File: src/rtl/exe_stage_muldiv.sv
// Execute stage with EXE/MEM pipeline register and an optional 32-cycle iterative mul/div unit.
// Define EXE_MULDIV_EN to build the multiply/divide FSM; when undefined, stall is tied low.
module exe_stage_muldiv #(
  parameter int XLEN = 32
`ifdef EXE_MULDIV_EN
  ,
  parameter int MD_CYCLES = 32
`endif
) (
  input  logic            clk,
  input  logic            rst,
  input  logic            flush,
  input  logic [3:0]      EXE_CMD,
  input  logic [XLEN-1:0] val1,
  input  logic [XLEN-1:0] val2,
  input  logic [XLEN-1:0] ST_val,
  input  logic [XLEN-1:0] PC,
  input  logic [4:0]      dest,
  input  logic            WB_EN,
  input  logic            MEM_R_EN,
  input  logic            MEM_W_EN,
  output logic            stall,
  output logic            WB_EN_out,
  output logic            MEM_R_EN_out,
  output logic            MEM_W_EN_out,
  output logic [XLEN-1:0] PC_out,
  output logic [XLEN-1:0] ALU_res_out,
  output logic [XLEN-1:0] ST_value_out,
  output logic [4:0]      dest_out
);

  localparam logic [3:0] OP_ADD = 4'b0000;
  localparam logic [3:0] OP_SUB = 4'b0010;
  localparam logic [3:0] OP_AND = 4'b0100;
  localparam logic [3:0] OP_OR  = 4'b0101;
  localparam logic [3:0] OP_NOR = 4'b0110;
  localparam logic [3:0] OP_XOR = 4'b0111;
  localparam logic [3:0] OP_SLL = 4'b1000;
  localparam logic [3:0] OP_SRL = 4'b1001;
  localparam logic [3:0] OP_SRA = 4'b1010;

  logic [XLEN-1:0] alu_res;
  logic            out_bubble;
  logic            md_done;
  logic [XLEN-1:0] md_result;

  logic            wb_en_q, wb_en_d;
  logic            mem_r_en_q, mem_r_en_d;
  logic            mem_w_en_q, mem_w_en_d;
  logic [XLEN-1:0] pc_q, pc_d;
  logic [XLEN-1:0] alu_res_q, alu_res_d;
  logic [XLEN-1:0] st_value_q, st_value_d;
  logic [4:0]      dest_q, dest_d;

  always_comb begin
    alu_res = '0;
    case (EXE_CMD)
      OP_ADD:  alu_res = val1 + val2;
      OP_SUB:  alu_res = val1 - val2;
      OP_AND:  alu_res = val1 & val2;
      OP_OR:   alu_res = val1 | val2;
      OP_NOR:  alu_res = ~(val1 | val2);
      OP_XOR:  alu_res = val1 ^ val2;
      OP_SLL:  alu_res = val1 << val2[4:0];
      OP_SRL:  alu_res = val1 >> val2[4:0];
      OP_SRA:  alu_res = $signed(val1) >>> val2[4:0];
      default: alu_res = '0;
    endcase
  end

`ifdef EXE_MULDIV_EN
  localparam logic [3:0] OP_MUL  = 4'b1100;
  localparam logic [3:0] OP_DIVU = 4'b1101;
  localparam logic [3:0] OP_REMU = 4'b1110;
  localparam int CNT_W = $clog2(MD_CYCLES);
  localparam logic [CNT_W-1:0] LAST_ITER = CNT_W'(MD_CYCLES - 1);

  typedef enum logic [1:0] {IDLE, BUSY, DONE} state_t;

  state_t          state_q, state_d;
  logic [CNT_W-1:0] count_q, count_d;
  // md_a: multiplicand (mul) or dividend shifting into quotient (div); md_b: multiplier or divisor
  logic [XLEN-1:0] md_a_q, md_a_d;
  logic [XLEN-1:0] md_b_q, md_b_d;
  logic [XLEN-1:0] md_acc_q, md_acc_d;
  logic            is_mul_q, is_mul_d;
  logic            is_quo_q, is_quo_d;
  logic            md_cmd;
  logic [XLEN:0]   div_shift;
  logic [XLEN:0]   div_diff;
  logic            div_ge;

  assign md_cmd    = (EXE_CMD == OP_MUL) || (EXE_CMD == OP_DIVU) || (EXE_CMD == OP_REMU);
  assign div_shift = {md_acc_q, md_a_q[XLEN-1]};
  assign div_diff  = div_shift - {1'b0, md_b_q};
  assign div_ge    = div_shift >= {1'b0, md_b_q};
  assign md_result = is_quo_q ? md_a_q : md_acc_q;

  always_comb begin
    state_d    = state_q;
    count_d    = count_q;
    md_a_d     = md_a_q;
    md_b_d     = md_b_q;
    md_acc_d   = md_acc_q;
    is_mul_d   = is_mul_q;
    is_quo_d   = is_quo_q;
    stall      = 1'b0;
    out_bubble = 1'b0;
    md_done    = 1'b0;
    case (state_q)
      IDLE: begin
        if (md_cmd) begin
          stall      = 1'b1;
          out_bubble = 1'b1;
          state_d    = BUSY;
          count_d    = '0;
          md_a_d     = val1;
          md_b_d     = val2;
          md_acc_d   = '0;
          is_mul_d   = (EXE_CMD == OP_MUL);
          is_quo_d   = (EXE_CMD == OP_DIVU);
        end
      end
      BUSY: begin
        stall      = 1'b1;
        out_bubble = 1'b1;
        count_d    = count_q + 1'b1;
        if (is_mul_q) begin
          md_acc_d = md_b_q[0] ? (md_acc_q + md_a_q) : md_acc_q;
          md_a_d   = md_a_q << 1;
          md_b_d   = md_b_q >> 1;
        end else begin
          // Restoring step: a zero divisor always "fits", giving all-ones quotient and rem = dividend
          md_acc_d = XLEN'(div_ge ? div_diff : div_shift);
          md_a_d   = {md_a_q[XLEN-2:0], div_ge};
        end
        if (count_q == LAST_ITER) state_d = DONE;
      end
      DONE: begin
        md_done = 1'b1;
        state_d = IDLE;
      end
      default: state_d = IDLE;
    endcase
    if (flush) begin
      state_d    = IDLE;
      out_bubble = 1'b1;
      md_done    = 1'b0;
    end
  end

  always_ff @(posedge clk) begin
    if (rst) begin
      state_q  <= IDLE;
      count_q  <= '0;
      md_a_q   <= '0;
      md_b_q   <= '0;
      md_acc_q <= '0;
      is_mul_q <= 1'b0;
      is_quo_q <= 1'b0;
    end else begin
      state_q  <= state_d;
      count_q  <= count_d;
      md_a_q   <= md_a_d;
      md_b_q   <= md_b_d;
      md_acc_q <= md_acc_d;
      is_mul_q <= is_mul_d;
      is_quo_q <= is_quo_d;
    end
  end
`else
  assign stall      = 1'b0;
  assign out_bubble = flush;
  assign md_done    = 1'b0;
  assign md_result  = '0;
`endif

  always_comb begin
    wb_en_d    = WB_EN;
    mem_r_en_d = MEM_R_EN;
    mem_w_en_d = MEM_W_EN;
    pc_d       = PC;
    alu_res_d  = md_done ? md_result : alu_res;
    st_value_d = ST_val;
    dest_d     = dest;
    if (out_bubble) begin
      wb_en_d    = 1'b0;
      mem_r_en_d = 1'b0;
      mem_w_en_d = 1'b0;
      pc_d       = '0;
      alu_res_d  = '0;
      st_value_d = '0;
      dest_d     = '0;
    end
  end

  always_ff @(posedge clk) begin
    if (rst) begin
      wb_en_q    <= 1'b0;
      mem_r_en_q <= 1'b0;
      mem_w_en_q <= 1'b0;
      pc_q       <= '0;
      alu_res_q  <= '0;
      st_value_q <= '0;
      dest_q     <= '0;
    end else begin
      wb_en_q    <= wb_en_d;
      mem_r_en_q <= mem_r_en_d;
      mem_w_en_q <= mem_w_en_d;
      pc_q       <= pc_d;
      alu_res_q  <= alu_res_d;
      st_value_q <= st_value_d;
      dest_q     <= dest_d;
    end
  end

  assign WB_EN_out    = wb_en_q;
  assign MEM_R_EN_out = mem_r_en_q;
  assign MEM_W_EN_out = mem_w_en_q;
  assign PC_out       = pc_q;
  assign ALU_res_out  = alu_res_q;
  assign ST_value_out = st_value_q;
  assign dest_out     = dest_q;

endmodule

File: config.mk
export PLATFORM = sky130hd
export DESIGN_NAME = exe_stage_muldiv
export DESIGN_NICKNAME = d
export VERILOG_FILES = /design/src/rtl/exe_stage_muldiv.sv
export SDC_FILE = /design/constraint.sdc
export NUM_CORES = 1
export LEC_CHECK = 0
export ABC_AREA = 1
export BUFFER_PORTS_ARGS = -buffer_cell sky130_fd_sc_hd__buf_2
export CORE_UTILIZATION = 40
export DETAILED_ROUTE_END_ITERATION = 12
export PLACE_DENSITY = 0.72
export SLEW_MARGIN = 0
export SYNTH_ARGS = -nofsm -noshare
export SYNTH_HDL_FRONTEND = slang
export SYNTH_SLANG_ARGS = --single-unit
File: constraint.sdc
create_clock -name clk -period 4.3 [get_ports clk]
set_clock_uncertainty 0.05 [all_clocks]
set_input_delay 0.215 -clock clk [delete_from_list [all_inputs] [get_ports clk]]
set_output_delay 0.215 -clock clk [all_outputs]
set_load 0.02 [all_outputs]
## Word-level counts from Yosys, hierarchy flattened

Cells that the tools add are included.

| word-level totals | value |
|---|---|
| register bits after elaboration | 104 |
| output and inout port bits | 105 |

| operators by class | value |
|---|---|
| add/sub/neg operators | 2 |
| equality and inequality tests | 8 |
| shifts and indexed selects | 3 |
| multiplexer cells | 1 |
| bitwise logic cells | 4 |
| reduce and logical (&&, ||, !) cells | 2 |

Operator list:

| kind | count |
|---|---|
| $pmux W32 S9 | 1 |
| $add A32 B32 Y32 | 1 |
| $and A32 B32 Y32 | 1 |
| $not A32 Y32 | 1 |
| $or A32 B32 Y32 | 1 |
| $shl A32 B5 Y32 | 1 |
| $shr A32 B5 Y32 | 1 |
| $sshr A32 B5 Y32 | 1 |
| $sub A32 B32 Y32 | 1 |
| $xor A32 B32 Y32 | 1 |
| $eq A4 B3 Y1 const B | 4 |
| $eq A4 B4 Y1 const B | 3 |
| $eq A4 B2 Y1 const B | 1 |
| $logic_not A4 Y1 | 1 |
| $reduce_or A2 Y1 | 1 |

## Longest topological paths before layout

Gate-level depths: netlist of run 1.

| logic depth | value |
|---|---|
| depth in word-level cells | 3 |
| gate-level depth with buffers | 27 |
| mapped depth without buffers | 24 |

## Worst setup path after synthesis of run 1

No wires, ideal clock.

| timing path | value |
|---|---|
| kind | input port to flip-flop |
| start | input port val2[1] |
| end | register alu_res_q[27] (netlist: ALU_res_out[27]) |
| library setup time | 0.070 ns |
| data arrival time | 3.062 ns |
| data required time | 4.180 ns |
| setup slack | 1.118 ns |
| stages | 23 |
| path buffers | 3 |
| cell sequence | inv_2 > buf_2 > buf_2 > buf_2 > ha_1 > nand2_4 > nor2_4 > nand3_2 > or2_4 > nor2_4 > nand2_1 > o21ai_2 > xor2_1 > ha_1 > a21o_1 > nand2_1 > nand2_1 > o21bai_1 > nor2_1 > nand2_1 > nand2_1 > nand3_1 > a21oi_1 |

| between the ends | value |
|---|---|
| word-level cells in the longest chain between the ends | 2 |

RTL lines:

| element | line | text |
|---|---|---|
| start: declaration | 15 | `input logic [XLEN-1:0] val2,` |
| $sub A32 B32 Y32, or another cell as far along | 59 | `OP_SUB: alu_res = val1 - val2;` |
| $pmux W32 S9 * | 57 | `case (EXE_CMD)` |
| end signal: assignment | 211 | `alu_res_q <= alu_res_d;` |
| end: declaration | 51 | `logic [XLEN-1:0] alu_res_q, alu_res_d;` |

Mark *: on every way between the ends. The rest lies on a longest branch, timed or not.
A chain may end at the register's enable or synchronous reset.

## Final worst setup path of run 1

| timing path | value |
|---|---|
| start | input port val2[3] |
| end | register alu_res_q[18] (netlist: ALU_res_out[18]) |

The elaborated chain is that of the path after synthesis.

==> metrics.md, run 1 <==
| Metric | Value |
|---|---|
| Status | `completed` |
| First-pass GRT wire length | `72100 um` |
| M1 WL | `19500 um` |
| Routed wl met2 | `20900 um` |
| Non-Filler Instances | `between 2k and 3k` |
| Dpl ws | `0.635 ns` |
| Post-route cell area | `13400 sq um` |
| Final net count | `2502` |
| Layout cells sized above 1 | `13.9%` |
| Post-CTS setup buffers | `0` |
| Drt wl/cell | `18.4 um` |
| Met3 wire length | `5050 um` |
| Top post-synthesis cells by area | `nand2_1 (21%), dfxtp_1 (18%), nand3_1 (13%)` |
| Routed Antenna Nets | `0` |
| Asr flop ratio synth | `0%` |
| TritonCTS clock tree | `yes` |
| Mux cell area share after synthesis | `0%` |
| DR iter-0 viols | `between 1.5k and 2k` |
| Avg Inst Size Synth | `5.59 sq um` |
| Die H | `172 um` |
| WHS | `0.00591 ns` |
| Kind of critical path | `in -> reg` |
| Post-route setup TNS | `0 ns` |
| Post-synthesis compound-gate area fraction | `9.90%` |
| XOR/XNOR share of the synthesized area | `2.20%` |
| CP delay by family, top | `simple AND/OR/NAND/NOR gates` |
| Post-cts hold buffer count | `1` |
| Inst Count DP | `2627` |
| Yosys reg bits | `104` |
| Die area | `29500 sq um` |
| Via count | `14.5k` |
| Pre-antenna DRT Iters | `8` |
| Slowest CP cell | `nor2_4` |
| Hold path startpoint | `PC[14]` |
| Area leader, netlist | `nand2_1` |
| Highest metal used | `met4` |
| Critical path fanouts, max | `17` |
| Post-Synth Simple-Gate Area | `46.4%` |
| Initial antenna violation count | `2` |
| Max Cap Viol | `0` |
| IO Pins | `between 200 and 250` |
| Post-synthesis cell type count | `49` |
| Power Total | `3.19 mW` |
| Largest net degree at the start of global routing | `67` |
| Endpoints failing hold | `0` |
| Sink Count | `104` |
| CP bufs+invs | `4` |
| Power Dens Cells | `approximately 240 nW/um^2` |
| WL final | `~49000 um` |
| Count leader, synth | `nand2_1` |
| CTS Buf Count | `9` |
| Vias/cell | `5.48` |
| Initial Utilization | `between 40 and 50%` |
| Least-Margin Pin Slew | `1.10 ns` |
| Critical path origin | `val2[3]` |
| Hold crit path type | `in -> reg` |
| Worst Hold End | `PC_out[14]` |
| Synth Flop Type | `dfxtp_1` |
| Mapped Area | `11500 sq um` |
| Yosys top cell area share | `21.3%` |
| Dpl hpwl | `39400 um` |
| H-tree levels | `3` |
| Peak VDD IR | `0.224 mV` |
| Placed inst area | `between 10000 and 15000 sq um` |
| Number of cell rows | `61` |
| Final Setup Violations | `0` |
| Number of port buffers | `246` |
| Post_cts resized | `0` |
| Final core utilization | `around 48%` |
| Slew Viols, Final | `0` |
| Main combinational cell family by area after synthesis | `simple AND/OR/NAND/NOR gates` |
| CP max stage delay | `0.47 ns` |
| Sequential area share after synthesis | `18.1%` |
| Cell repeated most along the worst path | `nand2_1` |
| Gate Count Post-Synth | `2061` |
| Startpoint types | `input pin` |
| Tmin final | `3.46 ns` |
| Chip Width | `172 um` |
| Core Footprint | `28100 sq um` |
| Gr usage total | `32.3%` |
| Adder-Cell Fraction of Synth Area | `approximately 11%` |
| Ys Warns | `0` |
| WHS Path Cells | `3` |
| Post-synth EDFFs | `0` |
| Final worst-path cycle share | `80.4%` |
| Commonest cells post-synth | `nand2_1 (653), nand3_1 (298), inv_1 (279), nor2_1 (227), dfxtp_1 (104)` |
| Arr. time, crit path | `around 3.7 ns` |
| Leak | `around 7.6 nW` |
| CP cell instances | `buf_2, nor2_4, nand3_1, nor2_1, nand2_1, nand2_1, xor2_1, inv_1, ha_1, nand2_1, nor2_1, inv_1, nor2_1, nand4_1, nand3_1, nand2_1, nand3_1, nand3_1, nand2_1, inv_1` |
| Reg clk slew, reported paths | `0.09 ns` |
| Worst rel slew slack | `a little over a quarter` |
| Max Root-Sink Buffers | `2` |
| Worst setup margin | `0.841 ns` |
| CP endpoint kind | `register` |
| Number of global-route vias before repair | `12.9k` |
| Fillcell total | `3036` |
| DRC Markers | `0` |
| Total grt overflow | `0` |
| Critical path required time | `4.51 ns` |
| Fmax | `289 MHz` |
| Post-Synthesis Net Count | `2302` |
| Unrepaired setup endpoints after global routing | `false` |
| Root buf cell | `clkbuf_16` |
| Area Growth Syn to Fin | `15.8%` |
| Final GP Congestion | `roughly 1.0` |
[sequential cells by signal, summed over array words and instances (netlist names)]
name,cells
MEM_W_EN_out,1
WB_EN_out,1
ST_value_out,32
ALU_res_out,32
PC_out,32
dest_out,5
MEM_R_EN_out,1
[cell families (layout without fill, tap and decap cells)]
family          count (synthesis)  count (layout)
fa+ha+maj                      98              98
flops                         104             104
buf+inv                       367             572
compound gates                199             199
xor+xnor                       29              29
simple gates                 1263            1263
other cells                     1               3
[power by group]
| part | switching (mW) | leakage [nW] | internal (mW) |
|---|---|---|---|
| logic | 0.900 | 6.62 | 0.394 |
| clock network | 0.458 | 0.154 | 0.425 |
| registers | 0.0111 | 0.852 | 1.00 |
| total | 1.37 | 7.63 | 1.82 |
[cell type report]
type | count | area [sq um] | share of cell area [%]
tap | 378 | 473 | 3.54
clock inverter | 7 | 93.8 | 0.703
multi-input combinational | 1590 | 7990 | 59.8
timing repair buffer | 269 | 1410 | 10.5
sequential | 104 | 2080 | 15.6
inverter | 287 | 1080 | 8.07
clock buffer | 9 | 225 | 1.69
antenna | 2 | 5.00 | 0.0375
[placed cells by master, fill, tap and decap left out, types with 9 or more instances in the layout]
cell and instances:
and2_1 11, o211ai_1 10, a21oi_1 76, ha_1 97, buf_2 246, nand3_1 298, clkbuf_16 9, o21ai_0 71
nand2_1 653, inv_1 278, xor2_1 29, nor3_1 23, buf_4 22, dfxtp_1 104, nand4_1 25, nor2_1 225
[per-layer routing]
metal  vias to the layer above  global-route usage [%]
met4                         0                    22.0
met1                      6416                    41.1
met5                         -                       0
li1                       6973                       -
met2                       941                    50.8
met3                       163                    4.12
[worst max path at each step]
stage	end	slack (ns)	cells after the start
detailed placement	ALU_res_out[25]	0.64	22
CTS	ALU_res_out[25]	1.01	22
finish	ALU_res_out[18]	0.84	20
global route	ALU_res_out[24]	0.60	20
floorplan	ALU_res_out[27]	1.12	23
global placement	ALU_res_out[29]	0.62	16
Note: power is estimated with default switching activity, not from simulation.
==> run 2: changes to the inputs <==
--- a/config.mk
+++ b/config.mk
@@ -5,7 +5,7 @@
 export SDC_FILE = /design/constraint.sdc
 export NUM_CORES = 1
 export LEC_CHECK = 0
-export ABC_AREA = 1
+export ABC_AREA = 0
 export BUFFER_PORTS_ARGS = -buffer_cell sky130_fd_sc_hd__buf_2
 export CORE_UTILIZATION = 40
 export DETAILED_ROUTE_END_ITERATION = 12
==> constraint.sdc (replaced) <==
create_clock -name clk -period 3.6 [get_ports clk]
set_clock_uncertainty 0.05 [all_clocks]
set_input_delay 0.18 -clock clk [delete_from_list [all_inputs] [get_ports clk]]
set_output_delay 0.18 -clock clk [all_outputs]
set_load 0.02 [all_outputs]
==> metrics.md, run 2 <==
| Metric | Value |
|---|---|
| Startpoint types | `input pin` |
| CP max stage delay | `approximately 0.4 ns` |
| TritonCTS clock tree | `yes` |
| Main combinational cell family by area after synthesis | `compound AO/OA/AOI/OAI gates` |
| Asr flop ratio synth | `0%` |
| Final Setup Violations | `0` |
| Critical path required time | `3.81 ns` |
| Gate Count Post-Synth | `1382` |
| Root buf cell | `clkbuf_16` |
| CP cell instances | `buf_2, or3_4, or3_4, nor4_4, buf_4, nor2_1, xnor2_1, ha_1, and3_4, nand3_1, o21ai_1, or2_2, nor3_1, nor2_1, a221oi_1, buf_4, nor2_1` |
| Arr. time, crit path | `3.61 ns` |
| Critical path fanouts, max | `5` |
| Post-Synthesis Net Count | `1623` |
| Avg Inst Size Synth | `8.03 sq um` |
| Kind of critical path | `in -> reg` |
| Area Growth Syn to Fin | `29.4%` |
| # diodes | `0` |
| Slew Viols, Final | `0` |
| Vias/cell | `roughly 5.8` |
| Initial Utilization | `40.9%` |
| Number of global-route vias before repair | `11.6k` |
| Power Total | `~4.1 mW` |
| Core Footprint | `between 20000 and 30000 sq um` |
| Yosys reg bits | `104` |
| WL final | `45100 um` |
| Number of cell rows | `60` |
| Drt wl/cell | `21.4 um` |
| Worst rel slew slack | `30.1%` |
| IO Pins | `248` |
| Worst setup margin | `0.196 ns` |
| Dpl ws | `-0.285 ns` |
| H-tree levels | `3` |
| Layout cells sized above 1 | `approximately 30%` |
| CP endpoint kind | `register` |
| FF+latch area | `2080 sq um` |
| CTS Buf Count | `9` |
| Number of port buffers | `246` |
| Pre-antenna DRT Iters | `5` |
| Post-route cell area | `about 14000 sq um` |
| Max Cap Viol | `0` |
| Peak VDD IR | `0.200 mV` |
| Cell repeated most along the worst path | `nor2_1` |
| Unrepaired setup endpoints after global routing | `true` |
| DR iter-0 viols | `1150` |
| Tmin final | `3.40 ns` |
| Fmax | `between 200 and 300 MHz` |
| Count leader, synth | `nor2_1` |
| Total grt overflow | `0` |
| Final net count | `between 1.5k and 2k` |
| Max Root-Sink Buffers | `2` |
| XOR/XNOR share of the synthesized area | `3.54%` |
| Status | `completed` |
| Non-Filler Instances | `around 2.1k` |
| Reg clk slew, reported paths | `approximately 0.080 ns` |
| First-pass GRT wire length | `67900 um` |
| Endpoints failing hold | `0` |
| Slowest CP cell | `or3_4` |
| Dpl hpwl | `34800 um` |
| Placed inst area | `13400 sq um` |
| Sink Count | `104` |
| Hold crit path type | `in -> reg` |
| Fillcell total | `between 2k and 3k` |
| Inst Count DP | `2030` |
| Final GP Congestion | `just under 1` |
| Least-Margin Pin Slew | `1.05 ns` |
| Commonest cells post-synth | `nor2_1 (151), dfxtp_1 (104), a21oi_1 (98), ha_1 (97), o21ai_0 (90)` |
| Sequential area share after synthesis | `18.8%` |
| Chip Width | `169 um` |
| Mux cell area share after synthesis | `19.4%` |
| Leak | `about 6.6 nW` |
| Post-route setup TNS | `0 ns` |
| Commonest non-fill, non-tap cell in the layout | `buf_2` |
| DRC Markers | `0` |
| Die area | `28400 sq um` |
| CP delay by family, top | `simple AND/OR/NAND/NOR gates` |
| Post-synth EDFFs | `0` |
| Top post-synthesis cells by area | `dfxtp_1 (19%), ha_1 (11%), mux4_2 (10%)` |
| Area of the multi-input gates | `8340 sq um` |
| Gr usage total | `31.5%` |
| Routed Antenna Nets | `0` |
| Area leader, netlist | `dfxtp_1` |
| Post-synthesis cell type count | `76` |
| CP bufs+invs | `3` |
| Highest-count cells in the layout ignoring fill and taps | `buf_2 (243), nor2_1 (149), buf_4 (132)` |
| Ys Warns | `0` |
| Initial antenna violation count | `1` |
| Adder-Cell Fraction of Synth Area | `11.1%` |
| Post-synthesis compound-gate area fraction | `21.3%` |
| Power Dens Cells | `283 nW/um^2` |
| Mapped Area | `11100 sq um` |
| Die H | `169 um` |
| Via count | `12.2k` |
| Post-Synth Simple-Gate Area | `between 10% and 20%` |
| Yosys top cell area share | `approximately a fifth` |
| Final worst-path cycle share | `94.6%` |
| Largest net degree at the start of global routing | `80` |
| Synth Flop Type | `dfxtp_1` |
## run 2: through the flow
| stage | hold slack [ns] | utilization [%] |
|---|---|---|
| 2_1_floorplan | 0.252 | - |
| 3_3_place_gp | 0.329 | 49.5 |
| 3_5_place_dp | 0.332 | 49.5 |
| 4_1_cts | 0.00818 | 52.9 |
| 5_1_grt | 0.0112 | 53.0 |
| 6_report | 0.00239 | 53.0 |
## run 2: power by group
group | switching (mW) | internal (mW)
sequential | 0.0138 | 1.19
clock | 0.560 | 0.506
combinational | 1.02 | 0.772
total | 1.59 | 2.47
## run 2: layout make-up
class | instances | share of cell area (%)
clock inverters | 7 | 0.636
flip-flops and latches | 104 | 14.5
inverters | 84 | 2.28
repair buffers | 436 | 19.7
well taps | 372 | 3.24
multi-input cells | 1094 | 58.1
clock buffers | 9 | 1.57
## run 2: logic make-up (layout without fill, tap and decap cells)
logic type,after synthesis,in the layout
buffers and inverters,184,536
multiplexers,149,149
flip-flops,104,104
adder cells (fa/ha/maj),98,98
other,1,1
XOR/XNOR,44,44
AND/OR/NAND/NOR,429,429
AO/OA/AOI/OAI,373,373
## run 2: routing by layer
metal | global-route usage [%] | share of wire, % | vias up
li1 | - | - | 5706
met1 | 38.5 | 39 | 5707
met2 | 53.4 | 47 | 671
met3 | 5.45 | 8.7 | 108
met4 | 15.3 | 5.1 | 2
met5 | 0 | 0.029 | -
## run 2: final timing paths
| path | slack, ns | endpoint | from | depth (start not counted) |
|---|---|---|---|---|
| max | 0.20 | ALU_res_out[11] | val2[3] | 17 |
| min | 0.002 | WB_EN_out | WB_EN | 2 |
## run 2: what timing repair did
item	CTS	global route
buffers inserted	0	0
gates resized for setup	0	5
hold buffers	60	0
hold endpoints to repair	60	0
setup endpoints to repair	0	5
==> run 3: changes to the inputs <==
--- a/config.mk
+++ b/config.mk
@@ -7,9 +7,9 @@
 export LEC_CHECK = 0
 export ABC_AREA = 0
 export BUFFER_PORTS_ARGS = -buffer_cell sky130_fd_sc_hd__buf_2
-export CORE_UTILIZATION = 40
+export CORE_UTILIZATION = 45
 export DETAILED_ROUTE_END_ITERATION = 12
-export PLACE_DENSITY = 0.72
+export PLACE_DENSITY = 0.78
 export SLEW_MARGIN = 0
 export SYNTH_ARGS = -nofsm -noshare
 export SYNTH_HDL_FRONTEND = slang
==> metrics.md, run 3 (synthesized netlist as in run 2, its figures left out) <==
| Metric | Value |
|---|---|
| Root buf cell | `clkbuf_16` |
| WHS | `-0.00398 ns` |
| DRC Markers | `0` |
| Commonest non-fill, non-tap cell in the layout | `buf_2` |
| Reg clk slew, reported paths | `about 0.08 ns` |
| Post-route cell area | `14300 sq um` |
| Clk network pwr share | `approximately a quarter` |
| Fmax | `294 MHz` |
| Critical path fanouts, max | `2` |
| Tmin final | `approximately 3.4 ns` |
| Final worst-path cycle share | `roughly 94%` |
| Least-Margin Pin Slew | `between 0.8 and 0.9 ns` |
| Via count | `12.4k` |
| Worst rel slew slack | `43.8%` |
| Initial Utilization | `between 40 and 50%` |
| Sink Count | `104` |
| IO Pins | `248` |
| DR iter-0 viols | `1284` |
| Power Dens Cells | `281 nW/um^2` |
| Failing checks | `hold timing` |
| Cell repeated most along the worst path | `a21o_1` |
| Die H | `159 um` |
| Unrepaired setup endpoints after global routing | `false` |
| Final Setup Violations | `0` |
| Number of port buffers | `246` |
| Critical path required time | `~3.9 ns` |
| WHS Path Cells | `2` |
| Number of global-route vias before repair | `11.8k` |
| Max Cap Viol | `0` |
| Largest net degree at the start of global routing | `74` |
| Worst Hold End | `ST_value_out[9]` |
| Endpoints failing hold | `1` |
| CP bufs+invs | `1` |
| Number of cell rows | `57` |
| Combinational share of power | `44.4%` |
| Chip Width | `159 um` |
| Highest-count cells in the layout ignoring fill and taps | `buf_2 (243), nor2_1 (149), buf_4 (135)` |
| Vias/cell | `6.03` |
| CP delay by family, top | `simple AND/OR/NAND/NOR gates` |
| Max Root-Sink Buffers | `2` |
| Non-Filler Instances | `2061` |
| Initial antenna violation count | `2` |
| Inst Count DP | `1984` |
| CP endpoint kind | `register` |
| Placed inst area | `~13000 sq um` |
| Total grt overflow | `0` |
| Layout cells sized above 1 | `29.8%` |
| Flop pwr share | `30.0%` |
| Area Growth Syn to Fin | `28.9%` |
| Peak VDD IR | `0.221 mV` |
| H-tree levels | `3` |
| Sw Share | `38.7%` |
| Gr usage total | `35.1%` |
| WL final | `approximately 45000 um` |
| Slew Viols, Final | `0` |
| Die area | `25300 sq um` |
| Routed Antenna Nets | `0` |
| Core Footprint | `24200 sq um` |
| Drt wl/cell | `22.0 um` |
| Hold path startpoint | `ST_val[9]` |
| NetSw | `1.56 mW` |
| Leak | `6.64 nW` |
| Slowest CP cell | `or4_1` |
| Pre-antenna DRT Iters | `5` |
| Critical path origin | `val2[12]` |
| CP max stage delay | `0.61 ns` |
| First-pass GRT wire length | `68600 um` |
| Internal Power | `2.46 mW` |
| CTS Buf Count | `9` |
| Status | `complete, but fails checks` |
| CP cell instances | `buf_2, or4_1, nor4_2, and2_1, nand2_1, o41ai_2, xnor2_1, ha_1, a21o_1, a21o_1, a21oi_1, o21ai_0, a31o_2, or3_1, nand3_1` |
| Hold crit path type | `in -> reg` |
| Startpoint types | `input pin` |
| Final net count | `1970` |
| Kind of critical path | `in -> reg` |
| TritonCTS clock tree | `yes` |
| Dpl hpwl | `35200 um` |
| Arr. time, crit path | `around 3.6 ns` |
| Final GP Congestion | `a little over 1` |
[run 3: cell count changes in the layout (fill, tap and decap cells not counted), sizes merged]
cell,before,now
dlygate4sd3,60,57
diode,0,3
buf,376,379
[run 3: worst max path at each step]
| stage | to | slack, ns | cells after the start |
|---|---|---|---|
| floorplan | ALU_res_out[31] | -0.19 | 20 |
| global route | ALU_res_out[27] | 0.001 | 16 |
| CTS | ALU_res_out[27] | 0.02 | 17 |
| global placement | ALU_res_out[27] | -0.30 | 18 |
| finish | ALU_res_out[28] | 0.20 | 15 |
| detailed placement | ALU_res_out[27] | -0.35 | 17 |
[run 3: power groups by stage]
stage          registers, mW  logic (mW)  clock network (mW)
2_1_floorplan           1.29       0.979                   0
6_report                1.21        1.79                1.03
4_1_cts                 1.21        1.74                1.04
3_3_place_gp            1.23        1.65                   0
5_1_grt                 1.21        1.91                1.09
3_5_place_dp            1.23        1.68                   0
[run 3: final cells by class]
type	count	area, sq um
Inverter	84	328
Tap cell	324	405
Fill cell	2178	9940
Clock inverter	7	91.3
Antenna cell	3	7.51
Multi-Input combinational cell	1094	8340
Timing Repair Buffer	436	2820
Sequential cell	104	2080
Clock buffer	9	225
[run 3: routing by layer]
| layer | track usage, % | vias up | part of all wire (%) |
|---|---|---|---|
| met3 | 4.98 | 130 | 8.6 |
| li1 | - | 5704 | - |
| met1 | 42.8 | 5840 | 38 |
| met4 | 16.7 | 0 | 5.4 |
| met2 | 61.0 | 747 | 48 |
| met5 | 0 | - | 0 |
[run 3: repair_timing]
item                                    in CTS  in global routing
buffers inserted                             0                  1
endpoints found under the hold margin       57                  0
hold buffers                                57                  0
endpoints found under the setup margin       0                  5
gates resized for setup                      0                  7
[run 3: metrics by stage]
step / util (%) / power, mW / setup slack [ns] / hold slack [ns] / TNS, ns
4_1_cts: 58.8 / 3.98 / 0.0218 / 0.00428 / 0
2_1_floorplan: - / 2.26 / -0.194 / 0.252 / -0.605
5_1_grt: 59.0 / 4.21 / 0.00118 / 0.0107 / 0
3_3_place_gp: 55.2 / 2.88 / -0.303 / 0.329 / -0.751
3_5_place_dp: 55.2 / 2.91 / -0.351 / 0.333 / -1.49
6_report: 59.0 / 4.02 / 0.204 / -0.00398 / 0
